--- src/rtl/regbank_context_engine.sv ---
// Context save/restore engine for the register bank: SAVE streams registers 0..NUM_REGS-1 out,
// RESTORE writes NUM_REGS incoming stream words into registers 0..NUM_REGS-1.
module regbank_context_engine #(
  parameter int unsigned DATA_W   = 64,
  parameter int unsigned ADDR_W   = 5,
  parameter int unsigned NUM_REGS = 32
) (
  input  logic              clk,
  input  logic              rst_n,
  input  logic              save_start,
  input  logic              restore_start,
  output logic              busy,
  output logic              done,
  output logic [ADDR_W-1:0] rb_read_addr,
  input  logic [DATA_W-1:0] rb_read_data,
  output logic              rb_write,
  output logic [ADDR_W-1:0] rb_write_addr,
  output logic [DATA_W-1:0] rb_write_data,
  output logic              out_valid,
  input  logic              out_ready,
  output logic [DATA_W-1:0] out_data,
  output logic              out_last,
  input  logic              in_valid,
  output logic              in_ready,
  input  logic [DATA_W-1:0] in_data
);

  localparam int unsigned CntW = ADDR_W + 1;
  localparam logic [CntW-1:0] NumRegs = CntW'(NUM_REGS);
  localparam logic [CntW-1:0] LastIdx = CntW'(NUM_REGS - 1);

  typedef enum logic [1:0] {StIdle, StSave, StRestore, StDone} state_e;

  state_e              state_q, state_d;
  logic [CntW-1:0]     rd_idx_q, rd_idx_d;
  logic [CntW-1:0]     wr_idx_q, wr_idx_d;
  logic                out_valid_q, out_valid_d;
  logic                out_last_q, out_last_d;
  logic [DATA_W-1:0]   out_data_q, out_data_d;
  logic                rb_write_q, rb_write_d;
  logic [ADDR_W-1:0]   rb_write_addr_q, rb_write_addr_d;
  logic [DATA_W-1:0]   rb_write_data_q, rb_write_data_d;

  logic save_load, out_xfer, in_acc;

  assign in_ready  = (state_q == StRestore) && (wr_idx_q < NumRegs);
  assign in_acc    = in_valid && in_ready;
  assign out_xfer  = out_valid_q && out_ready;
  // Output stage refills whenever it is empty or draining this cycle.
  assign save_load = (state_q == StSave) && (rd_idx_q < NumRegs) && (!out_valid_q || out_ready);

  always_comb begin
    state_d         = state_q;
    rd_idx_d        = rd_idx_q;
    wr_idx_d        = wr_idx_q;
    out_valid_d     = out_valid_q;
    out_last_d      = out_last_q;
    out_data_d      = out_data_q;
    rb_write_d      = 1'b0;
    rb_write_addr_d = rb_write_addr_q;
    rb_write_data_d = rb_write_data_q;
    case (state_q)
      StIdle: begin
        if (save_start) begin
          state_d = StSave;
        end else if (restore_start) begin
          state_d = StRestore;
        end
      end
      StSave: begin
        if (out_xfer) begin
          out_valid_d = 1'b0;
          if (out_last_q) begin
            state_d = StDone;
          end
        end
        if (save_load) begin
          out_valid_d = 1'b1;
          out_data_d  = rb_read_data;
          out_last_d  = (rd_idx_q == LastIdx);
          rd_idx_d    = rd_idx_q + 1'b1;
        end
      end
      StRestore: begin
        if (in_acc) begin
          rb_write_d      = 1'b1;
          rb_write_addr_d = wr_idx_q[ADDR_W-1:0];
          rb_write_data_d = in_data;
          wr_idx_d        = wr_idx_q + 1'b1;
        end
        // Counter already full: this cycle carries the final write.
        if (wr_idx_q == NumRegs) begin
          state_d = StDone;
        end
      end
      StDone: begin
        rd_idx_d   = '0;
        wr_idx_d   = '0;
        out_last_d = 1'b0;
        state_d    = StIdle;
      end
      default: state_d = StIdle;
    endcase
  end

  always_ff @(posedge clk or negedge rst_n) begin
    if (!rst_n) begin
      state_q         <= StIdle;
      rd_idx_q        <= '0;
      wr_idx_q        <= '0;
      out_valid_q     <= 1'b0;
      out_last_q      <= 1'b0;
      out_data_q      <= '0;
      rb_write_q      <= 1'b0;
      rb_write_addr_q <= '0;
      rb_write_data_q <= '0;
    end else begin
      state_q         <= state_d;
      rd_idx_q        <= rd_idx_d;
      wr_idx_q        <= wr_idx_d;
      out_valid_q     <= out_valid_d;
      out_last_q      <= out_last_d;
      out_data_q      <= out_data_d;
      rb_write_q      <= rb_write_d;
      rb_write_addr_q <= rb_write_addr_d;
      rb_write_data_q <= rb_write_data_d;
    end
  end

  assign busy          = (state_q != StIdle);
  assign done          = (state_q == StDone);
  assign rb_read_addr  = rd_idx_q[ADDR_W-1:0];
  assign rb_write      = rb_write_q;
  assign rb_write_addr = rb_write_addr_q;
  assign rb_write_data = rb_write_data_q;
  assign out_valid     = out_valid_q;
  assign out_last      = out_last_q;
  assign out_data      = out_data_q;

endmodule

--- config.mk ---
export PLATFORM = sky130hd
export DESIGN_NAME = regbank_context_engine
export DESIGN_NICKNAME = d
export VERILOG_FILES = /design/src/rtl/regbank_context_engine.sv
export SDC_FILE = /design/constraint.sdc
export NUM_CORES = 1
export LEC_CHECK = 0
export BUFFER_PORTS_ARGS = -buffer_cell sky130_fd_sc_hd__buf_2
export CAP_MARGIN = 10
export CORE_ASPECT_RATIO = 1.5
export CORE_MARGIN = 5
export CORE_UTILIZATION = 47
export CTS_CLUSTER_DIAMETER = 120
export CTS_CLUSTER_SIZE = 14
export DETAILED_ROUTE_END_ITERATION = 6
export PLACE_DENSITY = 0.8
export SLEW_MARGIN = 20
export SYNTH_ARGS = -nofsm -noshare
export SYNTH_HDL_FRONTEND = slang
export SYNTH_SLANG_ARGS = --single-unit
--- constraint.sdc ---
create_clock -name clk -period 1.8 [get_ports clk]
set_input_delay 0.18 -clock clk [delete_from_list [all_inputs] [get_ports clk]]
set_output_delay 0.18 -clock clk [all_outputs]
set_load 0.05 [all_outputs]
==> flow_metrics.env, run 1 <==
export IMPL_final_hold_fails=0
export IMPL_layout_nets=1209
export IMPL_gp_congestion=0.809
export IMPL_die_height_um=149
export IMPL_fin_tns_setup_ps=0
export IMPL_design_portCount=278
export IMPL_drive_gt1_share_pct=31.2
export IMPL_worst_setup_path_end_kind="output port"
export IMPL_p_total_mw=21.7
export IMPL_routedWlPerCell_um=16.8
export IMPL_clock_fmax_ghz=0.583
export IMPL_worst_slew_pin_slew_ps=492
export IMPL_cts_root_buffer_cell="sky130_fd_sc_hd__clkbuf_16"
export IMPL_yosys_register_bits=150
export IMPL_cts_buffers_inserted=17
export IMPL_ant_nets=0
export IMPL_r2r_start="state_q[1]$_DFFE_PN0P_"
export IMPL_first_pass_iters=5
export IMPL_setup_repair_after_global_routing_missed_its_margin="no"
export IMPL_synth_area_per_cell_um2=9.09
export IMPL_path_class="register to output port"
export IMPL_groute_usage_overall_pct=27.8
export IMPL_start_kind="register"
export IMPL_die_area_mm2=0.0152
export IMPL_cts_tree="built"
export IMPL_synth_yosys_warnings=0
export IMPL_yosysUniqueCellTypes=35
export IMPL_total_leakage_power_nw=5.36
export IMPL_post_dp_hpwl_mm=12.0
export IMPL_synth_async_sr_flop_share_pct=100
export IMPL_grt_start_max_net_pins=62
export IMPL_violation_count_after_the_first_detailed_routing_iteration=265
export IMPL_power_density_cell_area_mw_per_mm2=2240
export IMPL_ff2ff_path_depth=7
export IMPL_timing_hold_worst_endpoint="state_q[1]$_DFFE_PN0P_"
export IMPL_num_rows=50
export IMPL_fin_cells=1238
export IMPL_worst_clock_skew_ps=12.9
export IMPL_synth_cells=662
export IMPL_synth_top_flop_cell="sky130_fd_sc_hd__dfrtp_1"
export IMPL_cts_sink_count=150
export IMPL_routed_via_count=6210
export IMPL_setup_slack_ps=84.7
export IMPL_die_width_um=102
export IMPL_worstHoldPathType="primary input to register"
export IMPL_core_area_mm2=0.0125
export IMPL_grt_first_pass_wirelength_mm=32.5
export IMPL_run_status="finished, final reports clean"
export IMPL_post_route_period_util_pct=95.3
export IMPL_final_cell_mix="sky130_fd_sc_hd__nand2_1 (400), sky130_fd_sc_hd__buf_2 (274), sky130_fd_sc_hd__dfrtp_1 (150)"
export IMPL_grt_antenna_before_repair=1
export IMPL_drc_violation_count_after_routing=0
export IMPL_totalWireLength_mm=20.8
export IMPL_starting_density_of_the_core_pct=48.1
export IMPL_postSynthNetCount=803
export IMPL_path_max_fanout=11
export IMPL_ff2ff_setup_slack_ps=140
export IMPL_timing_critical_path_required_ps=1620
export IMPL_worst_r2r_endpoint="rb_write_data[17]$_DFFE_PN0P_"
export IMPL_irDropWorstVdd_mv=1.24
export IMPL_via_count_of_the_first_global_routing_pass=6530
export IMPL_place_ws_ps=-24.4
export IMPL_final_common_cell="sky130_fd_sc_hd__nand2_1"
export IMPL_globalRouteOverflowTotal=0
export IMPL_maxCapViolations=0
export IMPL_launch_point_of_the_worst_hold_path="save_start"
export IMPL_worstPathArrival_ps=1540
export IMPL_final_period_minus_worst_setup_slack_ps=1720
export IMPL_clock_insertion_delay_worst_skew_ps=420
export IMPL_report_final_setup_viol=0
export IMPL_post_synth_edffs=0
export IMPL_dp_cells=1076
export IMPL_synth_seq_area_share_pct=62.4
export IMPL_worst_hold_path_num_cells=4
export IMPL_synth_area_mm2=0.00602
export IMPL_timing_slew_headroom_pct=67.2
export IMPL_area_growth_syn_to_layout_pct=60.5
export IMPL_clockBufferDepth=2
export IMPL_vias_per_cell=5.02
export IMPL_io_buffers=277
export IMPL_cts_max_level=4
export IMPL_finalMaxSlewViolations=0
export IMPL_clock_transition_at_the_register_clock_pins_on_the_worst_setup_and_hold_paths_after_cts_ps=60
power by group:
part / leakage (nW) / internal (mW) / total (mW) / switching (mW)
registers: 1.85 / 4.96 / 5.91 / 0.949
clock network: 0.347 / 2.90 / 4.35 / 1.44
logic: 3.16 / 2.74 / 11.4 / 8.65
metal layers:
layer	GRT usage (%)	vias up	wire, um	share of wire [%]
met4	16.9	0	1290	6.2
met5	0	-	0	0
met2	48.4	321	10900	53
met1	29.6	2934	7130	34
met3	6.80	102	1390	6.7
li1	-	2853	-	-
per-stage QoR:
step           hold slack (ps)  instance area (um2)  utilization (%)
2_1_floorplan             -116                 6020                -
3_3_place_gp               161                 7600             60.7
4_1_cts                   70.7                 9620             76.9
5_1_grt                    120                 9660             77.2
6_report                  89.8                 9660             77.2
3_5_place_dp               170                 7600             60.7
state kept, by name, summed over array words and instances, names as in the netlist:
register       flops
wr_idx_q           6
rb_write           1
rb_write_addr      5
out_data          64
out_valid          1
rb_write_data     64
out_last           1
rd_idx_q           6
state_q            2
cell families after synthesis:
group	synth area share (%)
and+or+nand+nor	28.2
DFF	62.4
buffers and inverters	4.37
AOI/OAI and AO/OA	2.91
adders and majority gates	1.46
muxes	0.686
what timing repair did:
item / CTS / global route
hold buffers: 129 / 0
endpoints found under the hold margin: 173 / 0
resized for setup: 2 / 11
setup endpoints to repair: 40 / 98
setup buffers: 0 / 0
Yosys cell counts, drive strengths merged, types with 2 or more instances:
cell type  number  area [um2]
buf            30         203
clkbuf          7        26.3
nor2b           5        33.8
nor4b           3        32.5
nand2         401        1510
nor4            4        25.0
nand3           7        35.0
dfrtp         150        3750
nor3            2        10.0
mux2i           3        30.0
inv             9        33.8
a221o           4        40.0
o21a            2        15.0
o21ai           7        35.0
ha              7        87.6
a22o            2        17.5
nor2            5        21.3
a211o           2        17.5
nor3b           2        15.0
worst max-delay path, cell delays in order (launching register included):
cell and delay, ps:
sky130_fd_sc_hd__dfrtp_1 370, sky130_fd_sc_hd__buf_4 140, sky130_fd_sc_hd__ha_1 220, sky130_fd_sc_hd__buf_4 190, sky130_fd_sc_hd__buf_4 200
worst max-delay path by stage:
stage                                 startpoint                            end  slack (ps)  cells past startpoint
after floorplan           state_q[0]$_DFFE_PN0P_        wr_idx_q[0]$_DFFE_PN0P_          40                      5
after global placement    state_q[0]$_DFFE_PN0P_  rb_write_data[10]$_DFFE_PN0P_          20                      8
after detailed placement  state_q[0]$_DFFE_PN0P_   rb_write_data[9]$_DFFE_PN0P_         -20                      8
after CTS                 state_q[1]$_DFFE_PN0P_  rb_write_data[28]$_DFFE_PN0P_          50                      7
after global routing      state_q[0]$_DFFE_PN0P_  rb_write_data[17]$_DFFE_PN0P_          10                      8
final                     state_q[0]$_DFFE_PN0P_                           done          80                      4
cell type report:
type,count,area (um2)
sequential,150,3750
inverter,9,33.8
antenna,1,2.50
clock buffer,18,429
clock inverter,14,294
fill,769,2850
multi-input combinational,466,2020
timing repair buffer,424,2930
tap,156,195
(Power assumes the default switching activity.)
==> run 2, diff against run 1 <==
==> constraint.sdc (replaced) <==
create_clock -name clk -period 1.8 [get_ports clk]
set_input_delay 0.18 -clock clk [delete_from_list [all_inputs] [get_ports clk]]
set_output_delay 0.18 -clock clk [all_outputs]
set_load 0.01 [all_outputs]
==> run 2 against run 1 <==
First-iteration DRC count up 29%. Clock skew is 2.0 ps lower. Sequential power barely moved. Count of clock-buffer cells in the layout is 1 higher. Hold slack gained 28 ps. Worst setup slack better by 18 ps. Wire length down 1.9%. Clock power down 19%. Critical endpoint is now rb_write_data[21]$_DFFE_PN0P_. Sequential share of layout area up 0.59 points. Largest cell class unchanged.
==> flow_metrics.env, run 2 (synthesis results as in run 1) <==
export IMPL_final_cell_mix="sky130_fd_sc_hd__nand2_1 (400), sky130_fd_sc_hd__buf_2 (276), sky130_fd_sc_hd__dfrtp_1 (150)"
export IMPL_fin_area_mm2=0.00951
export IMPL_ff2ff_setup_slack_ps=100
export IMPL_worstPathArrival_ps=2040
export IMPL_cts_max_level=4
export IMPL_start_kind="register"
export IMPL_ant_nets=0
export IMPL_post_dp_hpwl_mm=12.2
export IMPL_starting_density_of_the_core_pct=48.1
export IMPL_fin_tns_setup_ps=0
export IMPL_cts_buffers_inserted=17
export IMPL_vias_per_cell=4.99
export IMPL_final_period_minus_worst_setup_slack_ps=1700
export IMPL_gp_congestion=0.805
export IMPL_worstPathBufferInverterCount=3
export IMPL_combPwrFrac_pct=41.3
export IMPL_globalRouteOverflowTotal=0
export IMPL_post_route_period_util_pct=94.3
export IMPL_worstHoldPathType="primary input to register"
export IMPL_cp_cell_sequence="inv_1 > ha_1 > and2b_1 > nand2_2 > buf_12 > buf_4 > nand2_1 > nand2_1"
export IMPL_drc_violation_count_after_routing=0
export IMPL_path_length_in_cells_of_the_critical_path=8
export IMPL_power_sequential_fraction_pct=36.7
export IMPL_path_max_fanout=36
export IMPL_worst_path_max_delay_cell="sky130_fd_sc_hd__dfrtp_1"
export IMPL_design_portCount=278
export IMPL_violation_count_after_the_first_detailed_routing_iteration=343
export IMPL_drive_gt1_share_pct=31.1
export IMPL_placement_cell_area_mm2=0.00761
export IMPL_clock_insertion_delay_worst_skew_ps=410
export IMPL_totalWireLength_mm=20.4
export IMPL_setup_repair_after_global_routing_missed_its_margin="no"
export IMPL_total_leakage_power_nw=5.29
export IMPL_num_rows=50
export IMPL_worst_setup_path_end_kind="register"
export IMPL_worst_hold_path_num_cells=3
export IMPL_final_common_cell="sky130_fd_sc_hd__nand2_1"
export IMPL_first_pass_iters=5
export IMPL_p_int_mw=9.77
export IMPL_die_height_um=149
export IMPL_ff2ff_path_depth=8
export IMPL_maxCapViolations=0
export IMPL_routedWlPerCell_um=16.4
export IMPL_run_status="finished, final reports clean"
export IMPL_timing_slew_headroom_pct=71.6
export IMPL_routed_via_count=6184
export IMPL_cts_post_setup_buffers_inserted=0
export IMPL_die_width_um=102
export IMPL_cts_root_buffer_cell="sky130_fd_sc_hd__clkbuf_16"
export IMPL_power_density_cell_area_mw_per_mm2=1680
export IMPL_worst_r2r_endpoint="rb_write_data[21]$_DFFE_PN0P_"
export IMPL_worst_clock_skew_ps=10.9
export IMPL_r2r_start="state_q[0]$_DFFE_PN0P_"
export IMPL_groute_usage_overall_pct=27.3
export IMPL_switching_share_pct=39.0
export IMPL_die_area_mm2=0.0152
export IMPL_core_area_mm2=0.0125
export IMPL_part_of_the_power_in_the_clock_network_pct=22.0
export IMPL_path_class="register to register"
export IMPL_grt_first_pass_wirelength_mm=32.1
export IMPL_report_final_setup_viol=0
export IMPL_clock_fmax_ghz=0.589
export IMPL_final_hold_fails=0
export IMPL_grt_start_max_net_pins=57
export IMPL_critPathTopFamily="buffers and inverters"
export IMPL_cts_sink_count=150
export IMPL_worst_slew_pin_slew_ps=426
export IMPL_clock_transition_at_the_register_clock_pins_on_the_worst_setup_and_hold_paths_after_cts_ps=60
export IMPL_layout_nets=1210
export IMPL_launch_point_of_the_worst_hold_path="out_ready"
export IMPL_timing_critical_path_required_ps=2140
export IMPL_via_count_of_the_first_global_routing_pass=6535
export IMPL_irDropWorstVdd_mv=1.09
export IMPL_area_growth_syn_to_layout_pct=58.1
export IMPL_io_buffers=277
export IMPL_clockBufferDepth=2
export IMPL_finalMaxSlewViolations=0
export IMPL_grt_antenna_before_repair=1
export IMPL_cts_tree="built"
export IMPL_critical_path_top_cell_by_count="sky130_fd_sc_hd__nand2_1"
export IMPL_timing_hold_worst_endpoint="out_valid$_DFFE_PN0P_"
export IMPL_max_stage_delay_ps=370
export IMPL_switching_power_mw=6.25
==> run 2: timing repair <==
item	in CTS	in global routing
endpoints found under the hold margin	167	0
hold buffers	129	0
endpoints found under the setup margin	0	34
gates resized for setup	0	2
==> run 2: power by group through the flow <==
stage | Sequential (mW) | Combinational, mW | Clock [mW]
after floorplan | 6.51 | 2.85 | 0
after global placement | 5.79 | 6.06 | 0
after detailed placement | 5.84 | 6.25 | 0
after CTS | 5.81 | 6.47 | 3.58
after global routing | 6.07 | 7.29 | 3.73
final | 5.88 | 6.61 | 3.53
==> run 2: cell type report <==
cell class	instances	area [um2]
Clock inverter	13	145
Inverter	9	33.8
Multi-Input combinational cell	466	2010
Fill cell	780	3000
Tap cell	156	195
Clock buffer	19	453
Timing Repair Buffer	425	2920
Antenna cell	1	2.50
Sequential cell	150	3750
==> run 2: worst min-delay path: cells and delay by family <==
kind,cells,cell delay (ps)
buffers and inverters,1,120
and+or+nand+nor,1,60
AOI/OAI and AO/OA,1,120
==> run 2: metrics by stage <==
stage               power (mW)  cells  setup slack, ps  hold slack, ps  util [%]
floorplan                 9.37    662              190            -116         -
global placement          11.8   1077              175             133      60.9
detailed placement        12.1   1077              116             135      60.9
CTS                       15.9   1238              102             100      76.0
global route              17.1   1239             2.56             135      76.0
finish                    16.0   1239              103             118      76.0
==> run 2: worst max-delay path by stage <==
| stage | start | endpoint | slack (ps) |
|---|---|---|---|
| 6_report | state_q[0]$_DFFE_PN0P_ | rb_write_data[21]$_DFFE_PN0P_ | 100 |
| 5_1_grt | state_q[0]$_DFFE_PN0P_ | rb_write_data[21]$_DFFE_PN0P_ | 3 |
| 4_1_cts | state_q[1]$_DFFE_PN0P_ | out_data[60]$_DFFE_PN0P_ | 100 |
| 3_5_place_dp | state_q[1]$_DFFE_PN0P_ | out_data[55]$_DFFE_PN0P_ | 120 |
| 3_3_place_gp | state_q[1]$_DFFE_PN0P_ | out_data[49]$_DFFE_PN0P_ | 170 |
| 2_1_floorplan | state_q[1]$_DFFE_PN0P_ | out_data[14]$_DFFE_PN0P_ | 190 |
==> run 2: layer usage <==
layer	share of wire, %	global-route usage (%)	vias to the layer above
met5	0	0	-
met4	7.0	19.7	0
met3	5.7	5.91	106
met2	53	46.8	307
met1	35	28.8	2907
li1	-	-	2864
